==> src/rtl/led_afterglow.sv <==
// led_afterglow: output stage between the datapath LED pattern and the board pins.
// Lit LEDs drive at full brightness; a dropped bit fades out over 15 PWM levels.
module led_afterglow #(
    parameter int unsigned N_LED     = 27,
    parameter int unsigned LEVEL_W   = 4,
    parameter int unsigned PWM_DIV   = 4096,
    parameter int unsigned DECAY_DIV = 8
) (
    input  logic             clk_50,
    input  logic             rst,
    input  logic             en,
    input  logic             fade_en,
    input  logic [N_LED-1:0] pattern_in,
    output logic [N_LED-1:0] led_out,
    output logic             frame_tick
);

    localparam int unsigned PRE_W        = (PWM_DIV > 1) ? $clog2(PWM_DIV) : 1;
    localparam int unsigned DEC_W        = (DECAY_DIV > 1) ? $clog2(DECAY_DIV) : 1;
    localparam int unsigned PHASE_LAST_I = (1 << LEVEL_W) - 2;

    localparam logic [PRE_W-1:0]   PRE_LAST   = PRE_W'(PWM_DIV - 1);
    localparam logic [DEC_W-1:0]   DEC_LAST   = DEC_W'(DECAY_DIV - 1);
    localparam logic [LEVEL_W-1:0] PHASE_LAST = LEVEL_W'(PHASE_LAST_I);
    localparam logic [LEVEL_W-1:0] LVL_MAX    = '1;

    logic [PRE_W-1:0]   pre_q,   pre_d;
    logic [LEVEL_W-1:0] phase_q, phase_d;
    logic [DEC_W-1:0]   dec_q,   dec_d;
    logic [N_LED-1:0]   s1_q,    s2_q;
    logic [LEVEL_W-1:0] level_q [N_LED];
    logic [LEVEL_W-1:0] level_d [N_LED];
    logic [N_LED-1:0]   led_q,   led_d;
    logic               ft_q,    ft_d;

    logic slot_tick_c;
    logic frame_end_c;
    logic decay_tick_c;

    // Shared timing strobes derived from the current counter state
    always_comb begin
        slot_tick_c  = (pre_q == PRE_LAST);
        frame_end_c  = slot_tick_c && (phase_q == PHASE_LAST);
        decay_tick_c = frame_end_c && (dec_q == DEC_LAST);
    end

    // Next state of prescaler, phase, decay counter and frame pulse; all freeze when en=0
    always_comb begin
        pre_d   = pre_q;
        phase_d = phase_q;
        dec_d   = dec_q;
        ft_d    = 1'b0;
        if (en) begin
            pre_d = slot_tick_c ? '0 : pre_q + PRE_W'(1);
            if (slot_tick_c) begin
                phase_d = (phase_q == PHASE_LAST) ? '0 : phase_q + LEVEL_W'(1);
            end
            if (frame_end_c) begin
                dec_d = (dec_q == DEC_LAST) ? '0 : dec_q + DEC_W'(1);
            end
            ft_d = frame_end_c;
        end
    end

    // Per-LED brightness level and PWM compare; a set bit always reloads full level
    always_comb begin
        led_d = led_q;
        for (int i = 0; i < int'(N_LED); i++) begin
            level_d[i] = level_q[i];
            if (en) begin
                if (s2_q[i]) begin
                    level_d[i] = LVL_MAX;
                end else if (!fade_en) begin
                    level_d[i] = '0;
                end else if (decay_tick_c && (level_q[i] != '0)) begin
                    level_d[i] = level_q[i] - LEVEL_W'(1);
                end
                led_d[i] = (level_q[i] > phase_q);
            end
        end
    end

    // State registers; the pattern synchroniser keeps sampling regardless of en
    always_ff @(posedge clk_50) begin
        if (!rst) begin
            pre_q   <= '0;
            phase_q <= '0;
            dec_q   <= '0;
            s1_q    <= '0;
            s2_q    <= '0;
            led_q   <= '0;
            ft_q    <= 1'b0;
            for (int i = 0; i < int'(N_LED); i++) begin
                level_q[i] <= '0;
            end
        end else begin
            pre_q   <= pre_d;
            phase_q <= phase_d;
            dec_q   <= dec_d;
            s1_q    <= pattern_in;
            s2_q    <= s1_q;
            led_q   <= led_d;
            ft_q    <= ft_d;
            for (int i = 0; i < int'(N_LED); i++) begin
                level_q[i] <= level_d[i];
            end
        end
    end

    assign led_out    = led_q;
    assign frame_tick = ft_q;

endmodule

==> config.mk <==
export PLATFORM = sky130hd
export DESIGN_NAME = led_afterglow
export DESIGN_NICKNAME = d
export VERILOG_FILES = /design/src/rtl/led_afterglow.sv
export SDC_FILE = /design/constraint.sdc
export NUM_CORES = 1
export LEC_CHECK = 0
export CORE_MARGIN = 10
export CORE_UTILIZATION = 30
export CTS_BUF_LIST = sky130_fd_sc_hd__clkbuf_2
export DETAILED_ROUTE_END_ITERATION = 6
export GPL_ROUTABILITY_DRIVEN = 0
export PLACE_DENSITY_LB_ADDON = 0.2
export SYNTH_ARGS = -nofsm -noshare
export SYNTH_HDL_FRONTEND = slang
export SYNTH_SLANG_ARGS = --single-unit
==> constraint.sdc <==
create_clock -name clk_50 -period 2.37 [get_ports clk_50]
set_input_delay 0.3555 -clock clk_50 [delete_from_list [all_inputs] [get_ports clk_50]]
set_output_delay 0.3555 -clock clk_50 [all_outputs]
set_load 0.01 [all_outputs]
==> flow_summary.html, run 1 <==
<table>
<tr><th>Metric</th><th>Value</th></tr>
<tr><th colspan="2">Global route</th></tr>
<tr><td>First-pass GRT wire length</td><td>between 50000 and 60000 µm</td></tr>
<tr><td>Total Routing Usage GR</td><td>12.9%</td></tr>
<tr><td>Number of antenna violations at the first check in global routing</td><td>1</td></tr>
<tr><td>Largest net degree at the start of global routing</td><td>between 100 and 150</td></tr>
<tr><td>Via count of the first global-routing pass</td><td>~11000</td></tr>
<tr><td>Overall overflow remaining after global route</td><td>0</td></tr>
<tr><th colspan="2">Placement</th></tr>
<tr><td>Post-DP HPWL</td><td>about 21000 µm</td></tr>
<tr><td>Count of buffers from port buffering</td><td>a little under 60</td></tr>
<tr><td>Dpl ws</td><td>0.0496 ns</td></tr>
<tr><td># placed instances</td><td>1955</td></tr>
<tr><th colspan="2">Timing</th></tr>
<tr><td>Final min period</td><td>2.23 ns</td></tr>
<tr><td>Number of setup violations in the final report</td><td>0</td></tr>
<tr><td>Portion of the clock cycle consumed by the worst path in the final layout</td><td>a little over nine tenths</td></tr>
<tr><td>Slew at the pin closest to its max-slew limit</td><td>between 0.6 and 0.7 ns</td></tr>
<tr><td>Slew Limit Headroom</td><td>57.3%</td></tr>
<tr><td>Final Hold Fails</td><td>0</td></tr>
<tr><td>RSZ-0062 raised after global routing</td><td>true</td></tr>
<tr><td>Count of final max-slew check failures</td><td>0</td></tr>
<tr><td>Fmax</td><td>roughly 450 MHz</td></tr>
<tr><td>Worst Skew</td><td>0.0529 ns</td></tr>
<tr><td>Final setup slack of the worst path</td><td>about 0.14 ns</td></tr>
<tr><th colspan="2">Finish</th></tr>
<tr><td>Fill cells</td><td>4290</td></tr>
<tr><td>Total area of multi-input combinational cells</td><td>8010 µm²</td></tr>
<tr><td>Fraction of final layout cells with drive strength greater than 1</td><td>approximately an eighth</td></tr>
<tr><td>Final nets</td><td>approximately 1700</td></tr>
<tr><td>Post-route insts no fill</td><td>approximately 2100</td></tr>
<tr><td>Area occupied by registers</td><td>4190 µm²</td></tr>
<tr><td>Layout area overhead</td><td>18.7%</td></tr>
<tr><th colspan="2">Drt</th></tr>
<tr><td>Final antenna-violating net count</td><td>0</td></tr>
<tr><td>Total via count in the routed design</td><td>10800</td></tr>
<tr><td>Wire length per cell after detailed routing</td><td>15.4 µm</td></tr>
<tr><td>Routed WL</td><td>roughly 33000 µm</td></tr>
<tr><td>Number of detailed-routing iterations run before antenna repair</td><td>4</td></tr>
<tr><td># DRC</td><td>0</td></tr>
<tr><td>Via-per-instance ratio</td><td>between 5 and 6</td></tr>
<tr><td>Number of violations reported at the end of detailed-routing iteration 0</td><td>531</td></tr>
<tr><th colspan="2">Clock network</th></tr>
<tr><td>Clock tree root driver cell</td><td>clkbuf_2</td></tr>
<tr><td>CTS clk-pin slew, worst paths</td><td>0.11 ns</td></tr>
<tr><td>Number of buffers created by CTS</td><td>60</td></tr>
<tr><td>Number of sinks driven by the clock tree</td><td>~210</td></tr>
<tr><td>Clock network latency to the later pin of the worst-skew pair</td><td>around 0.99 ns</td></tr>
<tr><td>Bufs on Longest Clock Path</td><td>3</td></tr>
<tr><td>CTS tree</td><td>done</td></tr>
<tr><td>Clock H-tree levels</td><td>2</td></tr>
<tr><th colspan="2">Critical path</th></tr>
<tr><td>Required time at the endpoint of the critical path</td><td>about 3.2 ns</td></tr>
<tr><td>Worst setup path class</td><td>flip-flop to flip-flop</td></tr>
<tr><td>Maximum fanout encountered on the critical timing path</td><td>11</td></tr>
<tr><td>Data arrival at the endpoint of the critical path</td><td>approximately 3.1 ns</td></tr>
<tr><td>Kind of start point of the critical path</td><td>flip-flop</td></tr>
<tr><td>Worst setup EP type</td><td>flip-flop</td></tr>
<tr><th colspan="2">Yosys</th></tr>
<tr><td>Area contributors post-synth</td><td>dfxtp_1 (33%), ha_1 (16%), o211ai_1 (4.7%)</td></tr>
<tr><td>Cell variety after synth</td><td>51</td></tr>
<tr><td>Ranking of synthesized cells by instance count</td><td>dfxtp_1 (209), ha_1 (165), inv_1 (97)</td></tr>
<tr><td>Netlist Area Pre-Place</td><td>between 10000 and 15000 µm²</td></tr>
<tr><td>Average cell area after synthesis</td><td>9.33 µm²</td></tr>
<tr><td>Number of enable-type register cells in the synthesized netlist</td><td>0</td></tr>
<tr><td>Area fraction of the dominant cell type after synthesis</td><td>between 30% and 40%</td></tr>
<tr><td>Number of nets produced by synthesis</td><td>approximately 1600</td></tr>
<tr><td>Mapped Cells</td><td>between 1000 and 1500</td></tr>
<tr><td>Leading area contributor after synthesis</td><td>dfxtp_1</td></tr>
<tr><td>Fraction of the yosys area taken by sequential cells</td><td>between 30% and 40%</td></tr>
<tr><td>Cell with the most instances after synthesis</td><td>dfxtp_1</td></tr>
<tr><td>Total of warnings raised by yosys</td><td>0</td></tr>
<tr><td>Number of flip-flops and latches in the synthesized netlist</td><td>209</td></tr>
<tr><td>Proportion of register bits with asynchronous set or reset after synthesis</td><td>0%</td></tr>
<tr><td>Top_reg_cell synth</td><td>dfxtp_1</td></tr>
<tr><th colspan="2">Floorplan</th></tr>
<tr><td>Top-level port count</td><td>a little under 60</td></tr>
<tr><td>Starting density of the core</td><td>a little under a third</td></tr>
<tr><td>Chip Height</td><td>approximately 230 µm</td></tr>
<tr><td>Core area</td><td>42100 µm²</td></tr>
<tr><td>Standard-cell rows</td><td>75</td></tr>
<tr><td>Area of the die</td><td>51500 µm²</td></tr>
<tr><td>Chip width</td><td>roughly 230 µm</td></tr>
<tr><th colspan="2">Job</th></tr>
<tr><td>Maximum capacitance violations</td><td>0</td></tr>
<tr><th colspan="2">Power and ir drop</th></tr>
<tr><td>Peak supply drop</td><td>between 0.2 and 0.25 mV</td></tr>
<tr><td>Relative contribution of sequential cells to total power</td><td>between 40% and 50%</td></tr>
<tr><td>Fraction of power spent switching nets</td><td>~32%</td></tr>
<tr><td>Clock network fraction of design power</td><td>around a third</td></tr>
<tr><td>Static power due to leakage</td><td>~6.3 nW</td></tr>
<tr><td>Combinational share of power</td><td>~20%</td></tr>
<tr><td>Switch Pwr</td><td>2.64 mW</td></tr>
<tr><td>Power Internal</td><td>5.54 mW</td></tr>
<tr><td>Total power per unit cell area</td><td>around 540 nW/µm²</td></tr>
<tr><th colspan="2">Min path</th></tr>
<tr><td>HP Class</td><td>input port to flip-flop</td></tr>
<tr><th colspan="2">Status</th></tr>
<tr><td>Status</td><td>completed</td></tr>
</table>
layout make-up:
type	count	share of cell area, %
clock inverter	13	0.336
timing repair buffer	158	9.93
multi-input combinational	1005	52.5
tap	539	4.42
inverter	98	2.43
sequential	209	27.4
clock buffer	88	2.89
antenna	2	0.0328
cell usage in the layout (no fill, tap or decap), drive strengths merged, types with 18 or more instances in the layout:
| cell | instances |
|---|---|
| nand4 | 35 |
| a21boi | 45 |
| buf | 73 |
| ha | 165 |
| o211ai | 81 |
| dfxtp | 209 |
| o21a | 80 |
| nor3 | 39 |
| nand2b | 30 |
| nor2 | 39 |
| inv | 100 |
| dlygate4sd2 | 18 |
| o21ai | 107 |
| and2 | 63 |
| nor2b | 55 |
| a32o | 38 |
| clkdlybuf4s50 | 34 |
| nand2 | 40 |
| nor3b | 25 |
| a31oi | 26 |
| o211a | 41 |
| clkbuf | 88 |
| dlygate4sd3 | 30 |
| o31ai | 26 |
registers in the layout, summed over array words and instances, names as in the netlist:
name,flops
phase_q,4
led_out,27
s1_q,27
s2_q,27
pre_q,12
dec_q,3
level_q,108
frame_tick,1
routing by layer:
| layer | share of wire (%) | vias to the layer above | GRT usage, % |
|---|---|---|---|
| met5 | 0 | - | 0 |
| met4 | 2.4 | 0 | 4.19 |
| met3 | 4.3 | 66 | 3.15 |
| met2 | 43 | 161 | 19.8 |
| met1 | 50 | 5139 | 17.3 |
| li1 | - | 5431 | - |
critical path, stage by stage (launching register included):
cell	delay [ns]
dfxtp_2	0.36
ha_1	0.15
ha_1	0.19
and3b_2	0.25
nand4_4	0.20
buf_6	0.24
o31ai_4	0.34
o21ai_1	0.12
a32o_1	0.27
through the flow:
step	power [mW]	area, µm²	hold WS, ns	utilization [%]	setup TNS, ns
detailed placement	5.62	14300	0.421	33.9	0
global route	8.81	15300	0.352	36.2	-0.00261
global placement	5.60	14300	0.415	33.9	0
floorplan	5.13	12800	0.412	-	0
finish	8.18	15300	0.417	36.2	0
CTS	8.36	15100	0.306	35.7	0
power groups by stage:
stage / clock [mW] / combinational [mW] / sequential (mW)
final: 2.60 / 1.65 / 3.93
after global routing: 2.95 / 1.89 / 3.97
after CTS: 2.79 / 1.64 / 3.94
after floorplan: 0 / 1.16 / 3.97
after global placement: 0 / 1.58 / 4.02
after detailed placement: 0 / 1.60 / 4.02
what timing repair did:
| action | CTS | global route |
|---|---|---|
| pin swaps | 1 | 19 |
| setup buffers | 0 | 24 |
| resized for setup | 18 | 5 |
| hold buffers | 30 | 0 |
| hold endpoints to repair | 205 | 0 |
| setup endpoints to repair | 20 | 37 |
| cloned | 0 | 0 |
path summary, 6_finish.rpt:
| path | startpoint | end | slack [ns] | depth (start not counted) |
|---|---|---|---|---|
| worst max-delay path | dec_q[0] | level_q[0][14] | 0.14 | 8 |
| worst min-delay path | rst | level_q[0][45] | 0.42 | 4 |
| worst max register to register | dec_q[0] | level_q[0][14] | 0.14 | 8 |
| worst min register to register | s1_q[21] | s2_q[21] | 0.44 | 1 |
cell families (layout without fill, tap and decap cells):
family          count (synthesis)  after routing  synth area share, %
mux                             6              6                0.477
fa+ha+maj                     165            165                 16.1
buf+inv                       163            357                 5.09
compound gates                464            464                 28.8
other cells                     0              2                    0
xor+xnor                       10             10                0.682
simple gates                  360            360                 16.3
flops                         209            209                 32.6
(Power assumes the default switching activity.)
==> run 2, diff against run 1 <==
--- a/config.mk
+++ b/config.mk
@@ -12,2 +12,3 @@
 export GPL_ROUTABILITY_DRIVEN = 0
+export MAX_ROUTING_LAYER = met4
 export PLACE_DENSITY_LB_ADDON = 0.2
--- a/constraint.sdc
+++ b/constraint.sdc
@@ -3,2 +3,2 @@
 set_output_delay 0.3555 -clock clk_50 [all_outputs]
-set_load 0.01 [all_outputs]
+set_load 0.02 [all_outputs]
==> run 2 against run 1 <==
Largest cell class unchanged. Critical endpoint unchanged. Routed wire length hardly changed. Sequential share of layout area hardly changed. Combinational power hardly changed. Maximum frequency is 0.11% lower. Utilization hardly changed. Register-to-register slack hardly changed.
==> flow_summary.html, run 2 (same netlist as run 1, synthesis figures left out) <==
<table>
<tr><th>Metric</th><th>Value</th></tr>
<tr><th colspan="2">Timing</th></tr>
<tr><td>Final min period</td><td>2.23 ns (+0.00249 ns)</td></tr>
<tr><td>RSZ-0062 raised after global routing</td><td>true</td></tr>
<tr><td>Number of setup violations in the final report</td><td>0 (unchanged)</td></tr>
<tr><td>Fmax</td><td>448 MHz (-0.11%)</td></tr>
<tr><td>Final Hold Fails</td><td>0 (unchanged)</td></tr>
<tr><td>Setup total negative slack</td><td>0 ns (unchanged)</td></tr>
<tr><td>Slew at the pin closest to its max-slew limit</td><td>0.646 ns (+0.00481 ns)</td></tr>
<tr><td>Worst Skew</td><td>0.0506 ns (-0.00229 ns)</td></tr>
<tr><td>Count of final max-slew check failures</td><td>0 (unchanged)</td></tr>
<tr><td>Portion of the clock cycle consumed by the worst path in the final layout</td><td>94.3% (+0.10 points)</td></tr>
<tr><td>Slew Limit Headroom</td><td>56.9% (-0.32 points)</td></tr>
<tr><th colspan="2">Finish</th></tr>
<tr><td>Layout area overhead</td><td>18.5%</td></tr>
<tr><td>Fraction of final layout cells with drive strength greater than 1</td><td>13.3% (unchanged)</td></tr>
<tr><td>Flip-flop count of the largest register, all copies and words added</td><td>108 (unchanged)</td></tr>
<tr><td>Register name with the most flops</td><td>level_q</td></tr>
<tr><td>Core utilization of the finished layout</td><td>36.2% (-0.048 points)</td></tr>
<tr><td>Most frequent standard cell in the layout excluding fill and tap cells</td><td>dfxtp_1</td></tr>
<tr><td>Final nets</td><td>1728 (unchanged)</td></tr>
<tr><td>Commonest cells after routing, fill and taps aside</td><td>dfxtp_1 (207), ha_1 (165), inv_1 (94)</td></tr>
<tr><th colspan="2">Power and ir drop</th></tr>
<tr><td>Relative contribution of sequential cells to total power</td><td>47.9% (-0.2 points)</td></tr>
<tr><td>Static power due to leakage</td><td>6.27 nW (-0.13%)</td></tr>
<tr><td>Switch Pwr</td><td>2.67 mW (+1.2%)</td></tr>
<tr><td>Power Internal</td><td>5.53 mW (-0.15%)</td></tr>
<tr><td>Clock network fraction of design power</td><td>31.7% (about the same)</td></tr>
<tr><td>Total power per unit cell area</td><td>539 nW/µm² (+0.43%)</td></tr>
<tr><td>Peak supply drop</td><td>0.249 mV (+0.16%)</td></tr>
<tr><td>Combinational share of power</td><td>20.4% (+0.2 points)</td></tr>
<tr><td>Fraction of power spent switching nets</td><td>32.6% (+0.30 points)</td></tr>
<tr><th colspan="2">Clock network</th></tr>
<tr><td>Number of sinks driven by the clock tree</td><td>209 (unchanged)</td></tr>
<tr><td>CTS clk-pin slew, worst paths</td><td>0.11 ns (about the same)</td></tr>
<tr><td>Number of buffers created by CTS</td><td>60 (unchanged)</td></tr>
<tr><td>Clock H-tree levels</td><td>2 (unchanged)</td></tr>
<tr><td>CTS tree</td><td>done</td></tr>
<tr><td>Bufs on Longest Clock Path</td><td>3 (unchanged)</td></tr>
<tr><td>Clock network latency to the later pin of the worst-skew pair</td><td>0.99 ns (about the same)</td></tr>
<tr><td>Clock tree root driver cell</td><td>clkbuf_2</td></tr>
<tr><th colspan="2">Floorplan</th></tr>
<tr><td>Chip Height</td><td>227 µm (unchanged)</td></tr>
<tr><td>Top-level port count</td><td>59 (unchanged)</td></tr>
<tr><td>Starting density of the core</td><td>30.5% (unchanged)</td></tr>
<tr><td>Core area</td><td>42100 µm² (unchanged)</td></tr>
<tr><td>Standard-cell rows</td><td>75 (unchanged)</td></tr>
<tr><td>Area of the die</td><td>51500 µm² (unchanged)</td></tr>
<tr><td>Chip width</td><td>227 µm (unchanged)</td></tr>
<tr><th colspan="2">Critical path</th></tr>
<tr><td>Required time at the endpoint of the critical path</td><td>3.22 ns (about the same)</td></tr>
<tr><td>Slowest stage delay, CP</td><td>0.36 ns (about the same)</td></tr>
<tr><td>Most common cell type on the critical path</td><td>ha_1</td></tr>
<tr><td>Standard cell with the maximum stage delay on the critical path</td><td>dfxtp_2</td></tr>
<tr><td>Maximum fanout encountered on the critical timing path</td><td>11 (unchanged)</td></tr>
<tr><td>Worst setup path class</td><td>flip-flop to flip-flop</td></tr>
<tr><td>Series of cell instances along the critical path</td><td>ha_1 -&gt; ha_1 -&gt; and3b_2 -&gt; nand4_4 -&gt; buf_6 -&gt; o31ai_4 -&gt; o21ai_1 -&gt; a32o_1</td></tr>
<tr><td>Data arrival at the endpoint of the critical path</td><td>3.09 ns (about the same)</td></tr>
<tr><td>FF-to-FF setup slack</td><td>0.14 ns (about the same)</td></tr>
<tr><td>Worst setup EP type</td><td>flip-flop</td></tr>
<tr><td>Kind of start point of the critical path</td><td>flip-flop</td></tr>
<tr><th colspan="2">Global route</th></tr>
<tr><td>Number of antenna violations at the first check in global routing</td><td>1 (unchanged)</td></tr>
<tr><td>Via count of the first global-routing pass</td><td>10800 (+0.028%)</td></tr>
<tr><td>Overall overflow remaining after global route</td><td>0 (unchanged)</td></tr>
<tr><td>First-pass GRT wire length</td><td>54900 µm (about the same)</td></tr>
<tr><td>Largest net degree at the start of global routing</td><td>103 (unchanged)</td></tr>
<tr><td>Total Routing Usage GR</td><td>13.2% (+0.37 points)</td></tr>
<tr><th colspan="2">Drt</th></tr>
<tr><td>Routed WL</td><td>32600 µm (about the same)</td></tr>
<tr><td>Wire length per cell after detailed routing</td><td>15.4 µm (about the same)</td></tr>
<tr><td>Number of violations reported at the end of detailed-routing iteration 0</td><td>508 (-4.3%)</td></tr>
<tr><td>Total via count in the routed design</td><td>10800 (-0.22%)</td></tr>
<tr><td>Final antenna-violating net count</td><td>0 (unchanged)</td></tr>
<tr><td>Number of detailed-routing iterations run before antenna repair</td><td>5 (+1)</td></tr>
<tr><td>Via-per-instance ratio</td><td>5.10 (-0.22%)</td></tr>
<tr><td># DRC</td><td>0 (unchanged)</td></tr>
<tr><th colspan="2">Job</th></tr>
<tr><td>Maximum capacitance violations</td><td>0 (unchanged)</td></tr>
<tr><th colspan="2">Status</th></tr>
<tr><td>Status</td><td>completed</td></tr>
<tr><th colspan="2">Placement</th></tr>
<tr><td>Count of buffers from port buffering</td><td>58 (unchanged)</td></tr>
<tr><td>Post-DP HPWL</td><td>21300 µm (unchanged)</td></tr>
<tr><th colspan="2">Min path</th></tr>
<tr><td>HP Class</td><td>input port to flip-flop</td></tr>
</table>
[run 2: cell types whose count changed in the layout (fill, tap and decap cells not counted)]
| cell | previous run | this run |
|---|---|---|
| dlygate4sd2_1 | 18 | 28 |
| clkdlybuf4s50_1 | 34 | 27 |
| dlymetal6s2s_1 | 3 | 0 |
[run 2: path summary, 6_finish.rpt]
kind,endpoint,start,cells past startpoint
hold / removal,level_q[0][45],rst,4
setup / recovery,level_q[0][14],dec_q[0],8
setup reg to reg,level_q[0][14],dec_q[0],8
hold reg to reg,s2_q[21],s1_q[21],1
[run 2: metrics by stage]
step	worst slack (ns)	instances	power, mW	cell area [µm²]	hold slack [ns]
6_report	0.136	2112	8.21	15200	0.416
5_1_grt	-0.00219	2112	8.83	15200	0.336
4_1_cts	0.00159	2086	8.38	15000	0.306
3_5_place_dp	0.0496	1955	5.65	14300	0.421
3_3_place_gp	0.0833	1955	5.63	14300	0.415
2_1_floorplan	0.253	1377	5.16	12800	0.412
[run 2: worst max-delay path: cells and delay by family, from the launching register on]
kind	cells	cell delay, ns
compound gates	3	0.73
fa+ha+maj	2	0.34
buf+inv	1	0.24
flops	1	0.36
simple gates	2	0.45
[run 2: metal layers]
metal  part of all wire [%]  global-route usage [%]  vias up
met4                    2.4                    4.19        0
met2                     43                    19.8      147
met5                      0                       -        -
met1                     50                    17.3     5132
met3                    4.2                    3.13       68
li1                       -                       -     5426
[run 2: what timing repair did]
| item | CTS | global route |
|---|---|---|
| hold endpoints to repair | 205 | 0 |
| endpoints found under the setup margin | 30 | 34 |
| setup buffers | 0 | 24 |
| resized for setup | 28 | 2 |
| hold buffers | 30 | 0 |
| pin swaps | 1 | 19 |
[run 2: power by group through the flow]
stage	registers (mW)	clock network [mW]	logic [mW]
after floorplan	4.00	0	1.16
after global placement	4.02	0	1.61
after detailed placement	4.02	0	1.63
after CTS	3.94	2.79	1.66
after global routing	3.97	2.95	1.92
final	3.93	2.60	1.67
[run 2: cell type report]
class	count	area (µm²)
multi-input combinational	1005	8010
timing repair buffer	158	1490
clock inverter	13	51.3
inverter	98	370
tap	539	674
clock buffer	88	440
antenna	2	5.00
sequential	209	4190
fill	4298	26900
==> run 3, diff against run 2 <==
CELL_PAD_IN_SITES_DETAIL_PLACEMENT = 0   (was not set)
CELL_PAD_IN_SITES_GLOBAL_PLACEMENT = 1   (was not set)
CORE_UTILIZATION = 49   (was 30)
==> run 3 against run 2 <==
Sequential share of layout area grew 1.4 points. Critical path depth did not move. Clock-buffer cell count shrank 4. Utilization rose by 20 points.
==> flow_summary.html, run 3 (same netlist as run 1, synthesis figures left out) <==
<table>
<tr><th>Metric</th><th>Value</th></tr>
<tr><th colspan="2">Power and ir drop</th></tr>
<tr><td>Combinational share of power</td><td>19.8% (-0.6 points)</td></tr>
<tr><td>Static power due to leakage</td><td>5.87 nW (-6.5%)</td></tr>
<tr><td>Clock network fraction of design power</td><td>31.7% (about the same)</td></tr>
<tr><td>Switch Pwr</td><td>2.54 mW (-5.1%)</td></tr>
<tr><td>Relative contribution of sequential cells to total power</td><td>48.5% (+0.6 points)</td></tr>
<tr><td>Total power per unit cell area</td><td>558 nW/µm² (+3.6%)</td></tr>
<tr><td>Fraction of power spent switching nets</td><td>31.3% (-1.3 points)</td></tr>
<tr><td>Power Internal</td><td>5.57 mW (+0.60%)</td></tr>
<tr><td>Peak supply drop</td><td>0.361 mV (+45%)</td></tr>
<tr><th colspan="2">Critical path</th></tr>
<tr><td>Cell class contributing the biggest share of worst-path delay</td><td>compound AO/OA/AOI/OAI gates</td></tr>
<tr><td>Kind of start point of the critical path</td><td>flip-flop</td></tr>
<tr><td>Worst setup EP type</td><td>flip-flop</td></tr>
<tr><td>Data arrival at the endpoint of the critical path</td><td>2.92 ns (-0.17 ns)</td></tr>
<tr><td>Series of cell instances along the critical path</td><td>ha_1 -&gt; ha_1 -&gt; and3b_2 -&gt; nand4_4 -&gt; buf_12 -&gt; o31ai_4 -&gt; o21ai_1 -&gt; a32o_1</td></tr>
<tr><td>Worst R2R Start</td><td>dec_q[0]</td></tr>
<tr><td>Required time at the endpoint of the critical path</td><td>3.08 ns (-0.14 ns)</td></tr>
<tr><td>Worst-case reg-to-reg path depth</td><td>8 (unchanged)</td></tr>
<tr><td>FF-to-FF setup slack</td><td>0.17 ns (+0.03 ns)</td></tr>
<tr><td>Worst Path Buf+Inv</td><td>1 (unchanged)</td></tr>
<tr><td>Standard cell with the maximum stage delay on the critical path</td><td>o31ai_4</td></tr>
<tr><td>End of the worst register-to-register path</td><td>level_q[0][15]</td></tr>
<tr><td>Maximum fanout encountered on the critical timing path</td><td>32 (+21)</td></tr>
<tr><td>Most common cell type on the critical path</td><td>ha_1</td></tr>
<tr><td>Worst setup path class</td><td>flip-flop to flip-flop</td></tr>
<tr><td>Slowest stage delay, CP</td><td>0.38 ns (+0.02 ns)</td></tr>
<tr><th colspan="2">Drt</th></tr>
<tr><td>Routed WL</td><td>29500 µm (-9.7%)</td></tr>
<tr><td>Number of detailed-routing iterations run before antenna repair</td><td>5 (unchanged)</td></tr>
<tr><td>Number of violations reported at the end of detailed-routing iteration 0</td><td>491 (-3.3%)</td></tr>
<tr><td># DRC</td><td>0 (unchanged)</td></tr>
<tr><td>Via-per-instance ratio</td><td>5.71 (+12%)</td></tr>
<tr><td>Wire length per cell after detailed routing</td><td>16.0 µm (+3.5%)</td></tr>
<tr><td>Final antenna-violating net count</td><td>0 (unchanged)</td></tr>
<tr><td>Total via count in the routed design</td><td>10500 (-2.3%)</td></tr>
<tr><th colspan="2">Global route</th></tr>
<tr><td>Via count of the first global-routing pass</td><td>10400 (-3.8%)</td></tr>
<tr><td>Busiest layer in global routing</td><td>met2</td></tr>
<tr><td>Total Routing Usage GR</td><td>18.2% (+5.0 points)</td></tr>
<tr><td>Number of antenna violations at the first check in global routing</td><td>1 (unchanged)</td></tr>
<tr><td>Largest net degree at the start of global routing</td><td>65 (-37%)</td></tr>
<tr><td>First-pass GRT wire length</td><td>50500 µm (-7.9%)</td></tr>
<tr><td>Overall overflow remaining after global route</td><td>0 (unchanged)</td></tr>
<tr><td>Met2 GRT Util</td><td>29.3% (+9.5 points)</td></tr>
<tr><td>Routing usage on met1</td><td>22.5% (+5.2 points)</td></tr>
<tr><td>Global-route met3 utilization</td><td>3.50% (+0.37 points)</td></tr>
<tr><th colspan="2">Clock network</th></tr>
<tr><td>CTS tree</td><td>done</td></tr>
<tr><td>Clock H-tree levels</td><td>2 (unchanged)</td></tr>
<tr><td>Clock tree root driver cell</td><td>clkbuf_2</td></tr>
<tr><td>CTS clk-pin slew, worst paths</td><td>0.10 ns (about the same)</td></tr>
<tr><td>Clock network latency to the later pin of the worst-skew pair</td><td>0.83 ns (-0.16 ns)</td></tr>
<tr><td>Bufs on Longest Clock Path</td><td>3 (unchanged)</td></tr>
<tr><td>Number of buffers created by CTS</td><td>57 (-5.0%)</td></tr>
<tr><td>Post-cts resize count</td><td>0 (-100%)</td></tr>
<tr><td>Number of sinks driven by the clock tree</td><td>209 (unchanged)</td></tr>
<tr><th colspan="2">Finish</th></tr>
<tr><td>Layout area overhead</td><td>13.0%</td></tr>
<tr><td>Most frequent standard cell in the layout excluding fill and tap cells</td><td>dfxtp_1</td></tr>
<tr><td>Final nets</td><td>1662 (-3.8%)</td></tr>
<tr><td>Fill cells</td><td>2369 (-45%)</td></tr>
<tr><td>Fraction of final layout cells with drive strength greater than 1</td><td>10.9% (-2.4 points)</td></tr>
<tr><td>Commonest cells after routing, fill and taps aside</td><td>dfxtp_1 (208), ha_1 (165), inv_1 (97)</td></tr>
<tr><td>Register name with the most flops</td><td>level_q</td></tr>
<tr><td>Flip-flop count of the largest register, all copies and words added</td><td>108 (unchanged)</td></tr>
<tr><td>Cell area after layout</td><td>14500 µm² (-4.7%)</td></tr>
<tr><th colspan="2">Floorplan</th></tr>
<tr><td>Standard-cell rows</td><td>59 (-21%)</td></tr>
<tr><td>Top-level port count</td><td>59 (unchanged)</td></tr>
<tr><td>Core area</td><td>25900 µm² (-39%)</td></tr>
<tr><td>Chip width</td><td>182 µm (-20%)</td></tr>
<tr><td>Area of the die</td><td>33100 µm² (-36%)</td></tr>
<tr><td>Chip Height</td><td>182 µm (-20%)</td></tr>
<tr><td>Starting density of the core</td><td>49.6% (+19 points)</td></tr>
<tr><th colspan="2">Min path</th></tr>
<tr><td>Hold path startpoint</td><td>pattern_in[14]</td></tr>
<tr><td>End of the worst hold path</td><td>s1_q[14]</td></tr>
<tr><td>HP Class</td><td>input port to flip-flop</td></tr>
<tr><td>Cell depth of the worst min-delay path</td><td>2 (-2)</td></tr>
<tr><th colspan="2">Timing</th></tr>
<tr><td>Final Hold Fails</td><td>0 (unchanged)</td></tr>
<tr><td>Worst Skew</td><td>0.0267 ns (-0.0238 ns)</td></tr>
<tr><td>Slew Limit Headroom</td><td>68.4% (+11 points)</td></tr>
<tr><td>Setup total negative slack</td><td>0 ns (unchanged)</td></tr>
<tr><td>Slew at the pin closest to its max-slew limit</td><td>0.473 ns (-0.172 ns)</td></tr>
<tr><td>Portion of the clock cycle consumed by the worst path in the final layout</td><td>93.0% (-1.3 points)</td></tr>
<tr><td>Number of setup violations in the final report</td><td>0 (unchanged)</td></tr>
<tr><td>Final min period</td><td>2.20 ns (-0.0305 ns)</td></tr>
<tr><td>RSZ-0062 raised after global routing</td><td>false</td></tr>
<tr><td>Count of final max-slew check failures</td><td>0 (unchanged)</td></tr>
<tr><td>Fmax</td><td>454 MHz (+1.4%)</td></tr>
<tr><th colspan="2">Placement</th></tr>
<tr><td>Area after DPL</td><td>13900 µm² (-2.4%)</td></tr>
<tr><td>Count of buffers from port buffering</td><td>58 (unchanged)</td></tr>
<tr><td>Post-DP HPWL</td><td>19400 µm (-9.0%)</td></tr>
<tr><th colspan="2">Status</th></tr>
<tr><td>Status</td><td>completed</td></tr>
<tr><th colspan="2">Job</th></tr>
<tr><td>Maximum capacitance violations</td><td>0 (unchanged)</td></tr>
</table>
run 3: changes by cell type in the layout (fill, tap and decap cells not counted), moves of 2 or more:
cell and change:
buf_12 +2, buf_4 -37, clkbuf_2 -4, clkdlybuf4s50_1 +29, clkinv_1 +3, dlygate4sd2_1 -28
dlygate4sd3_1 -27, inv_1 +3, inv_2 -5
run 3: repair_timing:
item / in CTS / in global routing
setup buffers: 0 / 3
hold buffers: 2 / 1
setup endpoints to repair: 0 / 3
endpoints found under the hold margin: 41 / 1
run 3: power groups by stage:
stage | combinational, mW | sequential, mW | clock [mW]
5_1_grt | 1.84 | 3.96 | 2.88
2_1_floorplan | 1.16 | 4.00 | 0
4_1_cts | 1.62 | 3.93 | 2.69
3_5_place_dp | 1.60 | 4.01 | 0
6_report | 1.61 | 3.93 | 2.57
3_3_place_gp | 1.57 | 4.01 | 0
run 3: worst max path at each step:
stage / to / slack, ns / from / depth (start not counted)
floorplan: level_q[0][11] / 0.25 / phase_q[0] / 7
global placement: level_q[0][46] / 0.20 / fade_en / 7
detailed placement: level_q[1][20] / 0.17 / fade_en / 7
CTS: led_out[0] / 0.09 / led_out[0] / 1
global route: level_q[0][59] / 0.003 / dec_q[0] / 8
finish: level_q[0][15] / 0.17 / dec_q[0] / 8
run 3: metrics by stage:
step / utilization, % / instances / total power [mW] / hold slack (ns) / worst slack, ns
2_1_floorplan: - / 1377 / 5.16 / 0.412 / 0.253
3_3_place_gp: 53.8 / 1736 / 5.58 / 0.413 / 0.196
3_5_place_dp: 53.8 / 1736 / 5.61 / 0.419 / 0.173
4_1_cts: 55.9 / 1838 / 8.24 / 0.00890 / 0.0907
5_1_grt: 56.0 / 1843 / 8.68 / 0.00179 / 0.00310
6_report: 56.0 / 1843 / 8.10 / 0.102 / 0.167
run 3: layout make-up:
| class | instances | area (µm²) | share of cell area (%) |
|---|---|---|---|
| multi-input combinational | 1005 | 8010 | 55.2 |
| sequential | 209 | 4190 | 28.8 |
| timing repair buffer | 95 | 1010 | 6.99 |
| clock buffer | 84 | 420 | 2.90 |
| tap | 335 | 419 | 2.89 |
| inverter | 98 | 370 | 2.55 |
| clock inverter | 16 | 90.1 | 0.621 |
| antenna | 1 | 2.50 | 0.0172 |
run 3: metal layers:
layer	vias up	wire length, µm
met5	-	0
met4	0	628
met3	61	1250
met2	195	13700
met1	4985	13900
li1	5287	-
